<file path="src/rtl/display_scheduler.sv">
// Result-set display scheduler: round-robin grant between the 3x3 and 2x2
// engines, then shows the four result bytes of the granted set one at a time.
module display_scheduler #(
  parameter int unsigned DWELL = 1
) (
  input  logic        clk_1hz,
  input  logic        resetn,
  input  logic        en,
  input  logic        hold,
  input  logic        req9,
  input  logic        req4,
  input  logic [31:0] data9,
  input  logic [31:0] data4,
  output logic        ack9,
  output logic        ack4,
  output logic        show_en,
  output logic [7:0]  show_val,
  output logic [2:0]  show_idx,
  output logic        busy,
  output logic [7:0]  frames_done
);

  localparam logic [1:0] IDLE = 2'd0;
  localparam logic [1:0] LOAD = 2'd1;
  localparam logic [1:0] SHOW = 2'd2;
  localparam logic [1:0] ACK  = 2'd3;

  localparam logic [3:0] DWELL_LAST = 4'(DWELL - 1);

  logic [1:0]  state;
  logic [31:0] shadow;
  logic [1:0]  elem;
  logic [3:0]  dwell;
  logic        grant_2x2;
  logic        last_2x2;

  always_ff @(posedge clk_1hz or negedge resetn) begin
    if (!resetn) begin
      state       <= IDLE;
      shadow      <= '0;
      elem        <= '0;
      dwell       <= '0;
      grant_2x2   <= 1'b0;
      last_2x2    <= 1'b1;
      frames_done <= '0;
    end else begin
      case (state)
        IDLE: begin
          if (en && (req9 || req4)) begin
            // 2x2 wins only if 3x3 is idle or was the last one served
            grant_2x2 <= req4 && (!req9 || !last_2x2);
            state     <= LOAD;
          end
        end
        LOAD: begin
          shadow <= grant_2x2 ? data4 : data9;
          elem   <= '0;
          dwell  <= '0;
          state  <= SHOW;
        end
        SHOW: begin
          if (!hold) begin
            if (dwell == DWELL_LAST) begin
              dwell <= '0;
              if (elem == 2'd3) state <= ACK;
              else              elem  <= elem + 2'd1;
            end else begin
              dwell <= dwell + 4'd1;
            end
          end
        end
        ACK: begin
          frames_done <= frames_done + 8'd1;
          last_2x2    <= grant_2x2;
          state       <= IDLE;
        end
        default: state <= IDLE;
      endcase
    end
  end

  // Outputs decode registered state only; no input reaches them combinationally.
  always_comb begin
    show_en  = 1'b0;
    show_val = '0;
    show_idx = '0;
    ack9     = 1'b0;
    ack4     = 1'b0;
    busy     = (state != IDLE);
    if (state == SHOW) begin
      show_en  = 1'b1;
      show_idx = {grant_2x2, elem};
      case (elem)
        2'd0:    show_val = shadow[31:24];
        2'd1:    show_val = shadow[23:16];
        2'd2:    show_val = shadow[15:8];
        default: show_val = shadow[7:0];
      endcase
    end
    if (state == ACK) begin
      ack9 = !grant_2x2;
      ack4 = grant_2x2;
    end
  end

endmodule

</file>
<file path="config.mk">
export PLATFORM = sky130hd
export DESIGN_NAME = display_scheduler
export DESIGN_NICKNAME = d
export VERILOG_FILES = /design/src/rtl/display_scheduler.sv
export SDC_FILE = /design/constraint.sdc
export NUM_CORES = 1
export LEC_CHECK = 0
export BUFFER_PORTS_ARGS = -buffer_cell sky130_fd_sc_hd__buf_2
export CAP_MARGIN = 30
export CORE_MARGIN = 2
export CORE_UTILIZATION = 50
export CTS_BUF_LIST = sky130_fd_sc_hd__clkbuf_16
export DETAILED_ROUTE_END_ITERATION = 8
export PLACE_DENSITY = 0.91
export REMOVE_ABC_BUFFERS = 1
export SKIP_CTS_REPAIR_TIMING = 1
export SLEW_MARGIN = 25
export SYNTH_ARGS = -nofsm -noshare
export SYNTH_HDL_FRONTEND = slang
export SYNTH_SLANG_ARGS = --single-unit
</file>
<file path="constraint.sdc">
create_clock -name clk_1hz -period 2.45 [get_ports clk_1hz]
set_clock_uncertainty 0.1 [all_clocks]
set_input_delay 0.6125 -clock clk_1hz [delete_from_list [all_inputs] [get_ports clk_1hz]]
set_output_delay 0.6125 -clock clk_1hz [all_outputs]
set_load 0.05 [all_outputs]
</file>
==> impl_metrics.ini <==
[run_status]
result_of_the_run = finished, violations left
violations_in_the_final_reports = negative setup slack

[timing]
grt_setup_unrepaired = yes
timing.final.crit_share = 1.03
hold_viol_final = 0
post-route-worst-setup-slack_ps = -67.2
clock.fmax_mhz = 397
worstMarginPinSlew_ps = 406
maxSlewViolCount = 0
slew-limit-headroom = 0.730
setup_violations = 2
timing.hold.ws_ps = 196
layout_min_cycle_time_ps = 2520

[die]
num_rows = 26
core_mm2 = 0.00514
floorplan.die.width_um = 77.4
die_area_mm2 = 0.00599
num_io_pins = 93
start_util = 0.524
die_height_um = 77.4

[setup_path]
path_class = flop to primary output
cp-start-kind = flop
worst_path_required_ps = 1740
slowest_stage = dfrtp_2
timing.critical_path.from = elem[0]
worstReg2RegStart = dwell[0]
endpoint_kind = primary output
crit_path_cell_trace = inv_2, ha_4, a222oi_1, o21a_1, nor2_1, buf_6
worst_path_fanout_max = 8
critPathArrivalTime_ps = 1800
critical_path.max_stage_delay_ps = 420

[finish]
n_antenna_cell = 0
layout_commonest_cell = buf_2
top_library_cells_by_usage_in_the_layout_fill_and_taps_aside = buf_2 (81), dfrtp_1 (46), nor2_1 (39)
layout.core_utilization = 0.700
finalNetCount = 442
area_growth_pct = 33.6
drive_gt1_frac = 0.368
final.fill_count = 372

[placement]
detailedPlace.worstSlack_ps = 100
dp_hpwl_mm = 4.50
gpl.final_weighted_congestion = 0.814
numPortBuffers = 92

[clock_tree]
cts.htree.levels = 2
clk_pin_slew_worst_paths_ps = 60
clockBufferDepth = 2
clock_tree_root_buffer_cell = clkbuf_16
cts_made_buffers = 5
clock_insertion_delay_worst_skew_ps = 290
clock-sinks = 50
tritoncts_clock_tree = yes

[synth]
synth_compound_gate_area_share = 0.155
syn-cell-area_mm2 = 0.00269
yosys_warnings = 0
synth_sequential_area_ratio = 0.465
largest_family_of_logic_cells_by_synthesized_area = compound AO/OA/AOI/OAI gates
netlist_instances = 269
async_flop_share = 1.00
synth-xor-area-share = 0.0260
synth_top_flop_cell = dfrtp_1
yosys.cell_types.count = 37
synth_edf_count = 0
yosys.area_share.simple = 0.123
postSynthAreaPerCell_um2 = 10.0
synth_mux_area_frac = 0.136
number_of_register_bits_inferred_by_synthesis = 50
synth_fa_ha_area_frac = 0.0558

[routing]
routed_wirelength_mm = 6.43
ant_nets = 0
detail_route.iter0.violations = 179
drc_viols = 0
wire_per_inst_um = 14.9
vias_per_cell = 5.48
vias = 2364
drt-pass1-iter-count = 5

[power_and_ir_drop]
power.ir.vdd_worst_mv = 0.708
power_dens_cells_mw_per_mm2 = 1390
post_route_total_power_mw = 4.98
p_leak_nw = 1.72

[grt]
grt_use_total = 0.210
via_count_of_the_first_global_routing_pass = 2252
globalRouteOverflowTotal = 0
grt_first_pass_wirelength_mm = 10.1
grt_max_degree = 51
number_of_antenna_violations_at_the_first_check_in_global_routing = 0

[min_path]
path_type_of_the_worst_min_delay_path = primary input to asynchronous set/reset pin

[job]
maxCapViolCount = 0
-- kinds of logic (layout without fill, tap and decap cells) --
kind of cell,after synthesis,in the layout
buf+inv,27,119
xor+xnor,8,8
mux,36,36
fa+ha+maj,12,12
flops,50,50
simple gates,73,73
compound gates,63,63
-- area by class of cell --
class / instances / area, µm² / share of cell area
repair buffers: 101 / 618 / 0.172
clock buffers: 5 / 125 / 0.0348
well taps: 70 / 87.6 / 0.0243
inverters: 9 / 40.0 / 0.0111
repair inverters: 1 / 7.51 / 0.00209
flip-flops and latches: 50 / 1260 / 0.349
multi-input cells: 192 / 1400 / 0.389
clock inverters: 3 / 63.8 / 0.0177
-- cell usage after synthesis, drive strengths merged, types with 2 or more instances --
cell type | n | area, µm²
and2 | 4 | 25.0
dfrtp | 49 | 1230
o21a | 8 | 60.1
mux2 | 4 | 45.0
a222oi | 8 | 80.1
nand2b | 2 | 12.5
and3 | 2 | 13.8
nor2 | 43 | 161
buf | 10 | 42.5
o311ai | 2 | 17.5
mux2i | 32 | 320
xnor2 | 5 | 43.8
nor2b | 3 | 18.8
nand4 | 4 | 25.0
a21oi | 34 | 170
a22o | 2 | 17.5
nand2 | 11 | 41.3
xor2 | 3 | 26.3
ha | 12 | 150
inv | 8 | 30.0
clkbuf | 8 | 30.0
o21ai | 3 | 15.0
-- layer usage --
layer | global-route usage | vias to the layer above | routed length (µm)
li1 | - | 1129 | -
met1 | 0.260 | 1130 | 2620
met2 | 0.361 | 92 | 3250
met3 | 0.0372 | 13 | 424
met4 | 0.0929 | 0 | 144
met5 | 0 | - | 0
-- worst paths after layout --
check	end	slack, ps	cells after the start
worst min register to register	frames_done[7]	380	1
worst max register to register	state[1]	410	5
min in group clk_1hz	frames_done[7]	380	1
worst max-delay path	show_val[0]	-70	6
worst min-delay path	frames_done[7]	200	2
max in group asynchronous	last_2x2	1780	2
-- worst max-delay path: cells and delay by family, from the launching register on --
family / cells / cell delay [ps]
AO/OA/AOI/OAI: 2 / 580
flip-flops: 1 / 420
buffers and inverters: 2 / 240
adder cells (fa/ha/maj): 1 / 210
AND/OR/NAND/NOR: 1 / 60
-- power breakdown --
group / switching, mW / leakage [nW] / internal (mW) / total [mW]
clock network: 0.292 / 0.0915 / 0.581 / 0.873
logic: 1.56 / 1.06 / 1.06 / 2.62
registers: 0.308 / 0.572 / 1.19 / 1.50
-- flip-flops by register name (all words and copies together) (netlist names) --
register	flops
dwell	4
last_2x2	1
frames_done	8
shadow	32
state	2
grant_2x2	1
elem	2
-- through the flow --
stage                     setup TNS (ps)  instances  cell area, µm²
after floorplan                    -4590        251            2620
after global placement                 0        418            3220
after detailed placement               0        418            3220
after CTS                          -1660        426            3410
after global routing                -256        431            3600
final                              -76.6        431            3600
No activity file was read; power rests on OpenSTA's default activity.
